### src/rtl/arch_step_trace_buffer.sv
// arch_step_trace_buffer: multi-lane retire trace capture.
// Up to NCOMMIT retired instructions per cycle are compacted in lane order
// into a DEPTH-entry FIFO, each entry tagged with a wrapping retire sequence
// number. A group that does not fit is dropped whole and counted.
module arch_step_trace_buffer #(
  parameter int NCOMMIT = 2,
  parameter int XLEN    = 64,
  parameter int ILEN    = 32,
  parameter int DEPTH   = 16,
  parameter int SEQ_W   = 16,
  parameter int CNT_W   = 32
) (
  input  logic                      clock,
  input  logic                      reset,
  input  logic                      enable,
  input  logic                      clear,
  input  logic [NCOMMIT-1:0]        commit_valid,
  input  logic [NCOMMIT*XLEN-1:0]   commit_pc,
  input  logic [NCOMMIT*ILEN-1:0]   commit_inst,
  input  logic                      read_ready,
  output logic                      read_valid,
  output logic [XLEN-1:0]           read_pc,
  output logic [ILEN-1:0]           read_inst,
  output logic [SEQ_W-1:0]          read_seq,
  output logic [$clog2(DEPTH):0]    count,
  output logic                      overflow,
  output logic [CNT_W-1:0]          drop_count
);

  localparam int PTR_W  = $clog2(DEPTH);
  localparam int OCC_W  = PTR_W + 1;
  localparam int DSUM_W = CNT_W + 1;

  logic [PTR_W-1:0] wrPtr_q, wrPtr_d;
  logic [PTR_W-1:0] rdPtr_q, rdPtr_d;
  logic [OCC_W-1:0] count_q, count_d;
  logic [SEQ_W-1:0] seq_q, seq_d;
  logic             overflow_q, overflow_d;
  logic [CNT_W-1:0] drop_q, drop_d;

  logic [XLEN-1:0]  pcMem   [DEPTH];
  logic [ILEN-1:0]  instMem [DEPTH];
  logic [SEQ_W-1:0] seqMem  [DEPTH];

  logic [NCOMMIT-1:0] laneValid;
  logic [OCC_W-1:0]   groupSize;
  logic [PTR_W-1:0]   laneOff  [NCOMMIT];
  logic [PTR_W-1:0]   laneSlot [NCOMMIT];
  logic [OCC_W-1:0]   freeSlots;
  logic               accept;
  logic               dropGroup;
  logic               pop;
  logic [DSUM_W-1:0]  dropSum;

  logic             entryWe   [DEPTH];
  logic [XLEN-1:0]  entryPc   [DEPTH];
  logic [ILEN-1:0]  entryInst [DEPTH];
  logic [SEQ_W-1:0] entrySeq  [DEPTH];

  // Count valid lanes and give each one its compacted offset within the group.
  always_comb begin
    laneValid = commit_valid & {NCOMMIT{enable}};
    groupSize = '0;
    for (int i = 0; i < NCOMMIT; i++) begin
      laneOff[i]  = groupSize[PTR_W-1:0];
      laneSlot[i] = wrPtr_q + groupSize[PTR_W-1:0];
      if (laneValid[i]) begin
        groupSize = groupSize + OCC_W'(1);
      end
    end
  end

  // Free space is taken from the registered occupancy only, so a same-cycle pop never makes room.
  always_comb begin
    freeSlots = OCC_W'(DEPTH) - count_q;
    accept    = (groupSize != '0) && (groupSize <= freeSlots);
    dropGroup = groupSize > freeSlots;
    pop       = read_valid && read_ready;
  end

  // Next-state for pointers, occupancy, sequence tag and drop status; clear wins over everything.
  always_comb begin
    wrPtr_d    = wrPtr_q;
    rdPtr_d    = rdPtr_q;
    count_d    = count_q;
    seq_d      = seq_q;
    overflow_d = overflow_q;
    drop_d     = drop_q;
    dropSum    = '0;
    if (clear) begin
      wrPtr_d    = '0;
      rdPtr_d    = '0;
      count_d    = '0;
      seq_d      = '0;
      overflow_d = 1'b0;
      drop_d     = '0;
    end else begin
      if (accept) begin
        wrPtr_d = wrPtr_q + groupSize[PTR_W-1:0];
      end
      if (pop) begin
        rdPtr_d = rdPtr_q + PTR_W'(1);
      end
      count_d = count_q + (accept ? groupSize : '0) - OCC_W'(pop);
      if (groupSize != '0) begin
        seq_d = seq_q + SEQ_W'(groupSize);
      end
      if (dropGroup) begin
        overflow_d = 1'b1;
        dropSum    = {1'b0, drop_q} + DSUM_W'(groupSize);
        drop_d     = dropSum[CNT_W] ? '1 : dropSum[CNT_W-1:0];
      end
    end
  end

  // Status and pointer registers, cleared asynchronously by reset.
  always_ff @(posedge clock or posedge reset) begin
    if (reset) begin
      wrPtr_q    <= '0;
      rdPtr_q    <= '0;
      count_q    <= '0;
      seq_q      <= '0;
      overflow_q <= 1'b0;
      drop_q     <= '0;
    end else begin
      wrPtr_q    <= wrPtr_d;
      rdPtr_q    <= rdPtr_d;
      count_q    <= count_d;
      seq_q      <= seq_d;
      overflow_q <= overflow_d;
      drop_q     <= drop_d;
    end
  end

  // Route each accepted lane to its storage slot as a per-entry write enable.
  always_comb begin
    for (int e = 0; e < DEPTH; e++) begin
      entryWe[e]   = 1'b0;
      entryPc[e]   = '0;
      entryInst[e] = '0;
      entrySeq[e]  = '0;
      for (int i = 0; i < NCOMMIT; i++) begin
        if (!clear && accept && laneValid[i] && (laneSlot[i] == PTR_W'(e))) begin
          entryWe[e]   = 1'b1;
          entryPc[e]   = commit_pc[i*XLEN +: XLEN];
          entryInst[e] = commit_inst[i*ILEN +: ILEN];
          entrySeq[e]  = seq_q + SEQ_W'(laneOff[i]);
        end
      end
    end
  end

  // Entry storage is data-only and deliberately left out of reset.
  for (genvar g = 0; g < DEPTH; g++) begin : gStore
    always_ff @(posedge clock) begin
      if (entryWe[g]) begin
        pcMem[g]   <= entryPc[g];
        instMem[g] <= entryInst[g];
        seqMem[g]  <= entrySeq[g];
      end
    end
  end

  assign read_valid = (count_q != '0);
  assign read_pc    = read_valid ? pcMem[rdPtr_q]   : '0;
  assign read_inst  = read_valid ? instMem[rdPtr_q] : '0;
  assign read_seq   = read_valid ? seqMem[rdPtr_q]  : '0;
  assign count      = count_q;
  assign overflow   = overflow_q;
  assign drop_count = drop_q;

endmodule

### config.mk
export PLATFORM = sky130hd
export DESIGN_NAME = arch_step_trace_buffer
export DESIGN_NICKNAME = d
export VERILOG_FILES = /design/src/rtl/arch_step_trace_buffer.sv
export SDC_FILE = /design/constraint.sdc
export NUM_CORES = 2
export LEC_CHECK = 0
export CAP_MARGIN = 20
export CORE_AREA = 5 5 399 401
export CTS_BUF_LIST = sky130_fd_sc_hd__clkbuf_2 sky130_fd_sc_hd__clkbuf_4 sky130_fd_sc_hd__clkbuf_8
export DETAILED_ROUTE_END_ITERATION = 8
export DIE_AREA = 0 0 404 406
export PLACE_DENSITY = 0.78
export SLEW_MARGIN = 10
export SYNTH_ARGS = -nofsm -noshare
export SYNTH_HDL_FRONTEND = slang
export SYNTH_SLANG_ARGS = --single-unit
### constraint.sdc
create_clock -name clock -period 33.6 [get_ports clock]
set_clock_uncertainty 0.15 [all_clocks]
set_input_delay 5.04 -clock clock [delete_from_list [all_inputs] [get_ports clock]]
set_output_delay 5.04 -clock clock [all_outputs]
set_load 0.02 [all_outputs]
**Yosys cells after proc, flatten, opt, wreduce, memory -nomap -nowiden**

Memories as Yosys holds them, arrays and structs flattened.
Index checks and enable logic that the tools add are counted.
W data, S select, Z words.

- Add/subtract/negate cells: 10
- Order comparisons: 2
- Equal/unequal tests: 30
- Mux-type cells: 304
- Bitwise operators: 1
- Reduce and logical (&&, ||, !) cells: 88

Operators by type and width:

| cell | number |
|---|---|
| $mux W64 | 47 |
| $mux W32 | 50 |
| $reduce_or A64 Y1 | 14 |
| $mux W16 | 49 |
| $reduce_or A32 Y1 | 14 |
| $reduce_or A16 Y1 | 14 |
| $mux W4 | 46 |
| $mux W1 | 109 |
| $eq A4 B4 Y1 const B | 16 |
| $logic_and A1 B1 Y1 | 37 |
| $add A32 B5 Y33 | 1 |
| $eq A4 B3 Y1 const B | 8 |
| $add A16 B4 Y16 | 1 |
| $add A16 B5 Y16 | 1 |
| $eq A4 B2 Y1 const B | 4 |
| $mux W5 | 3 |
| $reduce_bool A5 Y1 | 2 |
| $add A4 B4 Y4 | 2 |
| $eq A4 B1 Y1 const B | 2 |
| $logic_not A4 Y1 | 2 |
| $reduce_bool A2 Y1 | 4 |
| $add A5 B1 Y5 const B | 1 |
| $add A5 B5 Y5 | 1 |
| $gt A5 B5 Y1 | 1 |
| other kinds (6) | 6 |

- Flip-flop bits (word level): 62
- Bits in writable memories: 1792
- Input port bits: 199
- Word-level logic and storage cells: 444
- Memories: 3

Memory list:

| name | depth | bits a word | read ports | clocked after Yosys merged registers in | write ports | line | text |
|---|---|---|---|---|---|---|---|
| pcMem | 16 | 64 | 1 | 0 | 2 | 41 | `logic [XLEN-1:0] pcMem [DEPTH];` |
| instMem | 16 | 32 | 1 | 0 | 2 | 42 | `logic [ILEN-1:0] instMem [DEPTH];` |
| seqMem | 16 | 16 | 1 | 0 | 2 | 43 | `logic [SEQ_W-1:0] seqMem [DEPTH];` |

**Longest topological paths before layout**

- Depth in word-level cells: 21
- Gate-level depth with buffers: 19
- Depth with buffers taken out: 18

**Worst setup path after synthesis**

No wires, ideal clock.

- Path kind: input to register
- Start point: in commit_valid[0]
- End point: mem instMem[11][0] (enable)
- Setup time: 738 ps
- Arrival time: 14803 ps
- Data required time: 32712 ps
- Path slack: 17909 ps
- Stages: 12
- Buffers on the path: 3
- Cells stage by stage: nand2_1 inv_1 ha_1 ha_1 a21boi_0 o21a_1 clkbuf_1 nand3_2 buf_2 buf_1 nand2_1 o21ai_0

RTL lines:

| item | line | text |
|---|---|---|
| from (decl) | 17 | `input logic [NCOMMIT-1:0] commit_valid,` |
| to (decl) | 42 |  |

**Worst setup path after layout**

- Start point: reg rdPtr_q[0]
- End point: out read_inst[14]

- Word-level cells in the longest chain between the ends: 2

RTL lines:

| item | line | text |
|---|---|---|
| from (decl) | 35 | `logic [PTR_W-1:0] rdPtr_q, rdPtr_d;` |
| from (signal assigned) | 127 | `rdPtr_q <= rdPtr_d;` |
| $mem_v2 Z16 W32 | - |  |
| $mux W32 | 166 | `assign read_inst = read_valid ? instMem[rdPtr_q] : '0;` |
| to (decl) | 23 | `output logic [ILEN-1:0] read_inst,` |

Every way passes these cells.

==> summary.txt <==
CTS
  – Postcts setup bufs: 0
  – Number of CTS-inserted buffers: 320
  – Sink Count: 1854
  – Reg clk slew, reported paths: 60 ps
  – CTS tree: built
  – Worst skew pair latency: 1030 ps
  – H-tree depth: 5
  – Resized cells post-CTS: 0
  – Clk buf depth: 4
  – Hold Buf Count CTS: 0
  – Clock root buffer: clkbuf_8

Logic synthesis
  – Number of synthesized flops with an enable pin: 1792
  – Post-synthesis cell count: 5935
  – Async set-reset flop share out of synthesis: 3.34%
  – Mux contribution to synthesized area: 13.7%
  – Largest family of logic cells by synthesized area: compound AO/OA/AOI/OAI gates
  – Synthesized area per cell: 15.6 µm²
  – Synth Warn #: 0
  – Synth unique cells: 70
  – Synth Cell Area: 92300 µm²
  – Synth Area in Adders: 0.412%
  – Syn Nets: 6162
  – Synth Area in XOR/XNOR: 0.266%
  – Seq/Total Area, Yosys: 60.0%
  – Top post-synthesis cells by area: edfxtp_1 58%, a22o_1 15%, mux4_2 14%
  – Synth Flop Type: edfxtp_1
  – Synth Area in Compound Gates: 18.5%
  – Dominant cell type by area after synthesis: edfxtp_1
  – Post-synth top area share: 58.3%
  – #FFs+latches synth: 1854
  – Post-Synth Simple-Gate Area: 2.52%

Worst setup path
  – Crit path kind: reg -> out
  – CP endpoint kind: primary output
  – Worst path arrival time: 6380 ps
  – WP data required: 28410 ps
  – Max FO, Critical Path: 47
  – Startpoint Class: register

Placement
  – Place WS: 22450 ps
  – Final HPWL from detailed placement: 153 mm
  – Port bufs: 349
  – Gp weighted congestion: 0.859

Die
  – CORE AREA: 155000 µm²
  – Die Area: 164000 µm²
  – Die span in x: 404 µm
  – Die Ht: 406 µm
  – Starting Density: 59.5%
  – Row count: 145
  – I/O Pins: 350

Route
  – WL met3: 55.2 mm
  – Initial DRC count: 11849
  – Initial DRT Pass Iterations: 6
  – Vias per cell: 7.96
  – Length of routed met2 wiring: 138 mm
  – Post-Route WL: 312 mm
  – Remaining antenna violation count after routing: 0
  – Mean routed wirelength per cell: 38.7 µm
  – Uppermost layer routed: met5
  – Met1 WL: 101 mm
  – DR DRC count: 0
  – Total number of vias: 64356

Pwr
  – Cell leakage power: 0.0338 µW
  – Total power density per cell area: 57.8 nW/µm²
  – Max VDD drop: 0.0000676 V

STA
  – Slew @ Worst Pin: 1320 ps
  – Period utilisation layout: 34.4%
  – Setup violations, final: 0
  – FMAX: 0.0864 GHz
  – Count of final hold-check violations: 0
  – Relative slew slack: 11.8%
  – Slew Viols, Final: 0
  – Final period demand of the worst path: 11570 ps
  – Final setup TNS: 0 ps
  – Setup ws final: 22030 ps
  – RSZ-0062 raised after global routing: false

Global routing
  – Initial antenna violation count: 67
  – Largest net degree at the start of global routing: 174
  – Total track usage: 37.7%
  – Grt ovf: 0
  – Global-route wire length before repair: 446 mm
  – Number of global-route vias before repair: 63694

Hold path
  – Hold Path Class: reg -> reg

Outcome
  – Outcome: complete, no violations

Final layout
  – Syn-to-layout area delta: 10.5%
  – Fillcell total: 10543
  – Proportion of layout cells with a drive suffix above 1: 21.2%
  – Nets: 5980

Run
  – Max cap viols: 0
cell usage in the layout, fill, tap and decap left out, types with 52 or more instances in the layout:
| cell | n |
|---|---|
| buf_4 | 133 |
| mux4_2 | 560 |
| clkinv_1 | 59 |
| dfrtp_1 | 58 |
| edfxtp_1 | 1792 |
| clkbuf_8 | 331 |
| and2_1 | 118 |
| nand2_1 | 52 |
| clkdlybuf4s50_1 | 348 |
| nor3_1 | 66 |
| nor2_1 | 64 |
| diode_2 | 58 |
| clkbuf_4 | 127 |
| a22o_1 | 1568 |
| o2bb2ai_1 | 129 |
| a21o_1 | 53 |
final cells by class:
class	instances	area, µm²	share of cell area [%]
tap	2058	2570	2.52
clock inverter	77	325	0.319
inverter	37	144	0.141
sequential	1854	55400	54.3
timing repair buffer	499	4820	4.72
antenna	58	145	0.142
clock buffer	458	5510	5.40
multi-input combinational	3041	33200	32.5
cell usage after synthesis, types with 8 or more instances:
cell,instances
a211oi_1,45
a21o_1,53
a21oi_1,45
a221o_1,46
a22o_1,1568
and2_1,118
and3_1,11
and4_1,10
buf_1,273
buf_2,153
buf_4,48
clkbuf_1,529
dfrtp_1,62
edfxtp_1,1792
ha_1,24
inv_1,37
mux4_2,560
nand2_1,59
nand2b_1,8
nand3_1,20
nand4_1,10
nor2_1,76
nor3_1,69
nor4_1,11
o21ai_0,25
o21ai_1,9
o2bb2ai_1,129
or3_1,8
xnor2_1,18
xor2_1,10
kinds of logic (layout without fill, tap and decap cells):
kind of cell / after synthesis / after routing
AO/OA/AOI/OAI: 1989 / 1989
XOR/XNOR: 28 / 28
adder cells (fa/ha/maj): 28 / 28
buffers and inverters: 1040 / 1071
flip-flops: 1854 / 1854
multiplexers: 564 / 564
other: 0 / 58
AND/OR/NAND/NOR: 432 / 432
flip-flops by register name, indices dropped and copies added (netlist names):
signal / count
seqMem: 256
count: 5
instMem: 512
pcMem: 1024
rdPtr_q: 4
overflow: 1
seq_q: 16
wrPtr_q: 4
drop_count: 32
through the flow:
| step | instance area [µm²] | hold slack, ps | std cells | total power (µW) | utilization [%] |
|---|---|---|---|---|---|
| final | 102000 | 353 | 8082 | 5900 | 65.7 |
| after global placement | 95900 | 337 | 7478 | 3970 | 61.7 |
| after floorplan | 92300 | 447 | 5935 | 3510 | - |
| after detailed placement | 95900 | 344 | 7478 | 3980 | 61.8 |
| after global routing | 102000 | 390 | 8061 | 6080 | 65.7 |
| after CTS | 102000 | 359 | 8013 | 5890 | 65.5 |
metal layers:
| layer | track usage [%] | vias to the layer above |
|---|---|---|
| met4 | 20.1 | 30 |
| met3 | 14.7 | 1313 |
| met2 | 54.4 | 6796 |
| li1 | - | 24416 |
| met5 | 0 | - |
| met1 | 50.0 | 31801 |
where the power goes:
group          internal, µW  switching (µW)
registers              2530            30.9
clock network          1040             908
logic                   650             740
total                  4220            1680
worst paths after layout:
check / from / endpoint / slack, ps / depth (start not counted)
worst min register to register: overflow$_DFFE_PP0P_ / overflow$_DFFE_PP0P_ / 350 / 2
worst min-delay path: overflow$_DFFE_PP0P_ / overflow$_DFFE_PP0P_ / 350 / 2
min in group asynchronous: reset / drop_count[31]$_DFFE_PP0P_ / 4440 / 3
max in group asynchronous: reset / rdPtr_q[1]$_DFFE_PP0P_ / 28170 / 3
worst max register to register: count[2]$_DFF_PP0_ / pcMem[12][18]$_DFFE_PP_ / 27530 / 11
worst max-delay path: rdPtr_q[0]$_DFFE_PP0P_ / read_inst[14] / 22030 / 7
worst max-delay path, cell delays in order (launching register included):
cell and delay, ps:
dfrtp_4 790, buf_4 700, buf_4 840, buf_4 900, mux4_2 600, mux4_2 640, and2_1 230, clkdlybuf4s50_1 530
Note: power is estimated with default switching activity, not from simulation.
